==> src/rtl/mydesign_round_ctrl.sv <==
// Round sequencer around the combinational mydesign datapath: walks every (i, j)
// pair of the accepted index range, one per clock, and accumulates the F results.
//
// state | meaning
// ------+------------------------------------------------------------
// IDLE  | waiting for an operand set; in_ready high
// RUN   | one round per cycle, summing dp_f and stepping (i, j)
// DONE  | result presented on out_*; waiting for out_ready
module mydesign_round_ctrl #(
    parameter int ACC_W = 24
) (
    input  logic             clk,
    input  logic             rst,
    input  logic             in_valid,
    output logic             in_ready,
    input  logic [7:0]       in_a,
    input  logic [7:0]       in_b,
    input  logic [7:0]       in_c,
    input  logic [2:0]       in_imax,
    input  logic [2:0]       in_jmax,
    output logic [7:0]       dp_a,
    output logic [7:0]       dp_b,
    output logic [7:0]       dp_c,
    output logic [2:0]       dp_i,
    output logic [2:0]       dp_j,
    input  logic [15:0]      dp_f,
    output logic             out_valid,
    input  logic             out_ready,
    output logic [ACC_W-1:0] out_sum,
    output logic [6:0]       out_rounds,
    output logic             out_ovf
);

    typedef enum logic [1:0] {
        IDLE = 2'd0,
        RUN  = 2'd1,
        DONE = 2'd2
    } state_t;

    state_t     state;
    logic [2:0] imax;
    logic [2:0] jmax;
    logic [ACC_W:0] acc_next;

    // One spare bit on top of the accumulator catches the carry for saturation.
    assign acc_next = {1'b0, out_sum} + {{(ACC_W - 15){1'b0}}, dp_f};
    assign in_ready = (state == IDLE);

    always_ff @(posedge clk) begin
        if (rst) begin
            state      <= IDLE;
            dp_a       <= '0;
            dp_b       <= '0;
            dp_c       <= '0;
            dp_i       <= '0;
            dp_j       <= '0;
            imax       <= '0;
            jmax       <= '0;
            out_sum    <= '0;
            out_rounds <= '0;
            out_ovf    <= 1'b0;
            out_valid  <= 1'b0;
        end else begin
            case (state)
                IDLE: begin
                    if (in_valid) begin
                        dp_a       <= in_a;
                        dp_b       <= in_b;
                        dp_c       <= in_c;
                        imax       <= in_imax;
                        jmax       <= in_jmax;
                        dp_i       <= '0;
                        dp_j       <= '0;
                        out_sum    <= '0;
                        out_rounds <= '0;
                        out_ovf    <= 1'b0;
                        state      <= RUN;
                    end
                end
                RUN: begin
                    // Once saturated, the sum stays pinned for the rest of the operation.
                    if (out_ovf || acc_next[ACC_W]) begin
                        out_sum <= '1;
                        out_ovf <= 1'b1;
                    end else begin
                        out_sum <= acc_next[ACC_W-1:0];
                    end
                    out_rounds <= out_rounds + 7'd1;
                    if (dp_j == jmax) begin
                        dp_j <= '0;
                        if (dp_i == imax) begin
                            dp_i      <= '0;
                            out_valid <= 1'b1;
                            state     <= DONE;
                        end else begin
                            dp_i <= dp_i + 3'd1;
                        end
                    end else begin
                        dp_j <= dp_j + 3'd1;
                    end
                end
                DONE: begin
                    if (out_ready) begin
                        out_valid <= 1'b0;
                        state     <= IDLE;
                    end
                end
                default: begin
                    out_valid <= 1'b0;
                    state     <= IDLE;
                end
            endcase
        end
    end

endmodule

==> config.mk <==
export PLATFORM = sky130hd
export DESIGN_NAME = mydesign_round_ctrl
export DESIGN_NICKNAME = d
export VERILOG_FILES = /design/src/rtl/mydesign_round_ctrl.sv
export SDC_FILE = /design/constraint.sdc
export NUM_CORES = 1
export LEC_CHECK = 0
export CORE_ASPECT_RATIO = 0.6
export CORE_MARGIN = 2
export CORE_UTILIZATION = 41
export DETAILED_ROUTE_END_ITERATION = 8
export GPL_TIMING_DRIVEN = 0
export PLACE_DENSITY = 0.71
export RECOVER_POWER = 25
export SLEW_MARGIN = 20
export SYNTH_ARGS = -nofsm -noshare
export SYNTH_HDL_FRONTEND = slang
export SYNTH_SLANG_ARGS = --single-unit
==> constraint.sdc <==
create_clock -name clk -period 3.8 [get_ports clk]
set_input_delay 0.38 -clock clk [delete_from_list [all_inputs] [get_ports clk]]
set_output_delay 0.38 -clock clk [all_outputs]
set_load 0.02 [all_outputs]
Word level (Yosys, flattened, before mapping)
Index checks and enable logic that the tools add are counted.
{"block": "totals", "reg_bits": 71, "wordCells": 58, "input_bits": 50}
{"block": "classes", "bitwise": 1, "muxes": 23, "n_addsub": 4, "n_reduce_logical": 9, "n_eq_ne": 9}
{"cell": "2-to-1 mux 24 bit", "count": 2}
{"cell": "one-hot mux 24 bit (2 select lines)", "count": 1}
{"cell": "adder 24 x 16 -> 25 bit", "count": 1}
{"cell": "one-hot mux 7 bit (2 select lines)", "count": 1}
{"cell": "2-to-1 mux 3 bit", "count": 4}
{"cell": "one-hot mux 3 bit (2 select lines)", "count": 2}
{"cell": "inequality test 2 bit (second input constant)", "count": 5}
{"cell": "2-to-1 mux 2 bit", "count": 4}
{"cell": "AND reduction 4 bit", "count": 2}
{"cell": "adder 7 x 1 -> 7 bit (second input constant)", "count": 1}
{"cell": "2-to-1 mux 7 bit", "count": 1}
{"cell": "adder 3 x 1 -> 3 bit (second input constant)", "count": 2}
{"cell": "== test 3 bit", "count": 2}
{"cell": "one-hot mux 2 bit (3 select lines)", "count": 1}
{"cell": "AND reduction 3 bit", "count": 2}
{"cell": "2-to-1 mux 1 bit", "count": 5}
{"cell": "AND reduction 2 bit", "count": 2}
{"cell": "one-hot mux 1 bit (3 select lines)", "count": 1}
{"cell": "== test 2 x 1 -> 1 bit (second input constant)", "count": 1}
{"cell": "== test 2 bit (second input constant)", "count": 1}
{"cell": "zero test 2 bit", "count": 1}
{"cell": "one-hot mux 1 bit (2 select lines)", "count": 1}
{"cell": "nonzero test 2 bit", "count": 1}
{"cell": "logical OR 1 bit", "count": 1}
{"cell": "inverter 1 bit", "count": 1}

Depth between registers and ports, before layout
{"block": "logic_depth", "word_depth": 4, "mapped_depth": 9}

Worst setup path after synthesis
OpenSTA, ideal clock, no wires.
{"block": "synth_timing", "kind": "reg2reg", "from": "register out_sum[0]", "to": "register out_sum[22]", "synth_period_minus_slack_ns": 2.485, "setup_time_ns": 0.136, "stages_incl_launch_ff": 9, "n_path_buf": 0, "required_ns": 3.664, "setup_slack_ns": 1.315, "arrival_ns": 2.348, "cell_sequence": "dfxtp_1 ha_1 fa_1 a21o_1 a221oi_2 nor3_1 o311ai_0 mux2i_1 nand3_1"}
{"block": "synth_via", "elab_chain_len": 4}
{"item": "start, declared", "line_no": "29", "rtl": "output logic [ACC_W-1:0] out_sum,"}
{"item": "start signal, assigned", "line_no": "86", "rtl": "out_sum <= acc_next[ACC_W-1:0];"}
{"item": "adder 24 x 16 -> 25 bit *", "line_no": "46", "rtl": "assign acc_next = {1'b0, out_sum} + {{(ACC_W - 15){1'b0}}, dp_f};"}
{"item": "logical OR 1 bit", "line_no": "82", "rtl": "if (out_ovf || acc_next[ACC_W]) begin"}
{"item": "2-to-1 mux 24 bit *", "line_no": "82"}
{"item": "one-hot mux 24 bit (2 select lines) *", "line_no": "64", "rtl": "case (state)"}
Every way passes the cells marked *; elsewhere a longest branch is shown, timed or not.
A chain may end at the register's enable or synchronous reset.

Final worst setup path
{"block": "layout_timing", "from": "input port dp_f[0]", "to": "register out_sum[20]"}
{"block": "layout_via", "elab_chain_len": 4}
{"item": "start, declared", "line_no": "26", "rtl": "input logic [15:0] dp_f,"}
{"item": "adder 24 x 16 -> 25 bit *", "line_no": "46"}
{"item": "logical OR 1 bit", "line_no": "82"}
{"item": "2-to-1 mux 24 bit *", "line_no": "82"}
{"item": "one-hot mux 24 bit (2 select lines) *", "line_no": "64"}
Marks and branches as above.

==> metrics <==
die extent in y 78.1 um; number of levels the H-tree was split into 3; instance area at placement 5020 um2; library cell occupying the most area in the post-synthesis netlist sky130_fd_sc_hd__dfxtp_1; number of failing setup endpoints in the final timing report 0; post-synthesis register bit count 71; DP Wirelength 8590 um; number of rows in the core area 26; share of total power consumed by net switching 0.317; overall via count from detail_route between 3000 and 4000; Gate power share 0.264; post-layout min period between 3000 and 4000 ps; pin count of the biggest net entering global routing 14; average routed wire per standard cell 15.7 um; area share of fa/ha/maj cells after synthesis 0.0687; Post-CTS Repair Setup Buffers 0; drt first pass iters 5; gr ovfl total 0; Area contributors post-synth sky130_fd_sc_hd__dfxtp_1, sky130_fd_sc_hd__nand2_1, sky130_fd_sc_hd__a21oi_1, sky130_fd_sc_hd__ha_1, sky130_fd_sc_hd__nor2_1; Net count, final between 600 and 700; Layout Utilization 0.613; fraction of final layout cells with drive strength greater than 1 0.0459; portion of synthesized cell area occupied by the leading cell type 0.379; maximum fanout encountered on the critical timing path 9; count of non-filler cells in the finished layout 722; multiplexer area fraction after synthesis 0.0107; synthesis-to-finish area growth 41.8%; share of synthesized flip-flops with an asynchronous set or reset 0; CTS clk-pin slew, worst paths ~60 ps; Max Cap Viol 0; number of enable-type register cells in the synthesized netlist 0; share of the clock period used by the worst path after layout 0.806; DRC violation total after the first TritonRoute iteration 334; status finished, final reports clean; aggregate routed wire length 11300 um; warnings from Yosys 0; cts hold-fix bufs 0; Hold Violations, Final 0; setup repair after global routing missed its margin no; global-route wire length before repair around 18000 um; number of port buffers 113; power density over the cells 431 nW/um2; Synthesized Nets 551; setup slack on the worst flop-to-flop path between 800 and 900 ps; antenna violations before repair 0; Routability Congestion 0.924; post-route design area around 5300 um2; met1 track utilization from global routing 0.344; CP arrival about 3200 ps; via count of the first global-routing pass around 3500; Internal around 1.6 mW; clock tree from TritonCTS yes; critical path capture point type flip-flop; synthesized-area fraction occupied by ao, oa, aoi and oai cells 0.226; cell count after placement 706; Main synth FF type sky130_fd_sc_hd__dfxtp_1; post-route DRC violation count 0; clock latency reported for the late side of the worst-skew pair 340 ps; Std-Cell Core Area around 8700 um2; area of the die 9960 um2; Clock Power Share 0.370; synthesized netlist cell count 481; met3 global-route usage 0.0470; Net Sw Power ~730 uW; xor-xnor portion of the synthesized cell area 0.0443; max-slew violation count 0; n_diodes 0; maximum resistive drop on vdd ~240 uV; maximum achievable frequency 327 MHz; fraction of met2 tracks used by global routing 0.319; synthesized cell area 3750 um2; Simple-Gate Fraction of Synth Area 0.233; Setup Skew between 6 and 7 ps; worst setup path category in -> reg; type of the tightest min-delay check reg -> reg; Total Neg Setup Slack 0 ps; slew at the pin closest to its max-slew limit 744 ps; dominant combinational cell family by area after synthesis simple AND/OR/NAND/NOR gates; TritonCTS Buffers 9; cells resized by post-CTS repair 0; sequential-to-total area share from yosys stat 0.379; io pins roughly 110; critical path required time 3980 ps; clock tree root driver cell sky130_fd_sc_hd__clkbuf_16; worst hold slack across all endpoints ~450 ps; average cell area after synthesis 7.80 um2; cell leakage power about 2.1 nW; count of nets left with antenna violations after detail routing 0; effective utilization at floorplan 0.432; Max Buffers Root-to-Sink 2; kind of start point of the critical path primary input; sequential group share of total power 0.366; per-cell via count in the routed design 5.46; clock tree sinks 71; chip width around 130 um; overall routing resource usage 0.226; worst rel slew slack 0.499; Unique masters post-synth 53; most congested layer reported by global routing met1
## path summary, 6_finish.rpt
kind	from	endpoint	cells after the start
worst max-delay path	dp_f[0]	out_sum[20]$_SDFFE_PP0P_	9
worst min register to register	dp_c[0]$_SDFFE_PP0P_	dp_c[0]$_SDFFE_PP0P_	2
worst min-delay path	dp_c[0]$_SDFFE_PP0P_	dp_c[0]$_SDFFE_PP0P_	2
worst max register to register	out_sum[0]$_SDFFE_PP0P_	out_sum[20]$_SDFFE_PP0P_	8
## state kept, by name, summed over array words and instances (netlist names)
signal	flops
out_rounds	7
out_ovf	1
out_valid	1
imax	3
dp_a	8
dp_c	8
dp_j	3
out_sum	24
dp_i	3
jmax	3
dp_b	8
state	2
## kinds of logic (layout without fill, tap and decap cells)
logic type	Yosys count	after routing
XOR/XNOR	19	19
buffers and inverters	33	162
flip-flops	71	71
AO/OA/AOI/OAI	137	137
multiplexers	4	4
adder cells (fa/ha/maj)	20	20
AND/OR/NAND/NOR	197	197
## Yosys cell counts (2+ instances only)
library cell               number
sky130_fd_sc_hd__nand3_1       13
sky130_fd_sc_hd__a22oi_1        4
sky130_fd_sc_hd__nor3_1        18
sky130_fd_sc_hd__and3_1         6
sky130_fd_sc_hd__a21oi_1       59
sky130_fd_sc_hd__o21ai_1       10
sky130_fd_sc_hd__clkbuf_1      20
sky130_fd_sc_hd__nand2b_1       3
sky130_fd_sc_hd__and2_1         5
sky130_fd_sc_hd__a32oi_1        2
sky130_fd_sc_hd__o31ai_1        6
sky130_fd_sc_hd__buf_4          3
sky130_fd_sc_hd__mux2i_1        4
sky130_fd_sc_hd__a21o_1         6
sky130_fd_sc_hd__dfxtp_1       71
sky130_fd_sc_hd__nand4_1        8
sky130_fd_sc_hd__and4_1         2
sky130_fd_sc_hd__or2_2          2
sky130_fd_sc_hd__nand2_1      101
sky130_fd_sc_hd__inv_1          7
sky130_fd_sc_hd__o22ai_1        4
sky130_fd_sc_hd__a211oi_1      11
sky130_fd_sc_hd__a31o_2         2
sky130_fd_sc_hd__nand3b_1       3
sky130_fd_sc_hd__o211ai_1       3
sky130_fd_sc_hd__o21ai_0       16
sky130_fd_sc_hd__xor2_1        10
sky130_fd_sc_hd__xnor2_1        9
sky130_fd_sc_hd__ha_1          19
sky130_fd_sc_hd__nor2_1        31
## critical path: stages
cell and delay (ps):
sky130_fd_sc_hd__clkdlybuf4s50_1 410, sky130_fd_sc_hd__ha_1 250, sky130_fd_sc_hd__fa_1 420, sky130_fd_sc_hd__a21o_1 230, sky130_fd_sc_hd__a221oi_2 440, sky130_fd_sc_hd__o21ba_2 310
sky130_fd_sc_hd__a211oi_4 140, sky130_fd_sc_hd__o21ai_1 490, sky130_fd_sc_hd__nand4_1 160
## through the flow
step | power, mW | setup slack, ps
6_report | 2.29 | 738
5_1_grt | 2.41 | 605
4_1_cts | 2.30 | 749
3_5_place_dp | 1.46 | 414
3_3_place_gp | 1.45 | 405
2_1_floorplan | 1.22 | 1320
## metal layers
| metal | vias to the layer above | part of all wire | wire, um |
|---|---|---|---|
| li1 | 1957 | - | - |
| met1 | 1838 | 0.53 | 5990 |
| met2 | 134 | 0.40 | 4560 |
| met3 | 10 | 0.062 | 700 |
| met4 | 0 | 0.0080 | 91 |
| met5 | - | 0 | 0 |
## cell usage in the layout (no fill, tap or decap), drive strengths merged, types with 5 or more instances in the layout
master,n
clkdlybuf4s50,103
nand2,101
dfxtp,71
a21oi,59
nor2,31
clkbuf,30
o21ai,26
ha,19
nor3,18
nand3,13
a211oi,12
xor2,10
dlygate4sd3,10
xnor2,9
nand4,8
inv,8
a21o,6
and3,6
o31ai,6
and2,5
buf,5
## cell type report
type / instances / area (um2)
fillers: 793 / 3360
multi-input cells: 377 / 2190
flip-flops and latches: 71 / 1420
repair buffers: 113 / 1130
clock buffers: 9 / 225
well taps: 112 / 140
plain buffers: 26 / 118
clock inverters: 7 / 72.6
inverters: 7 / 26.3
## power groups by stage
stage,sequential (mW),clock [mW],combinational (mW)
global route,0.848,0.896,0.661
floorplan,0.904,0,0.313
CTS,0.840,0.860,0.603
finish,0.840,0.849,0.605
detailed placement,0.856,0,0.599
global placement,0.855,0,0.594
Power figures use the tool's default switching activity.
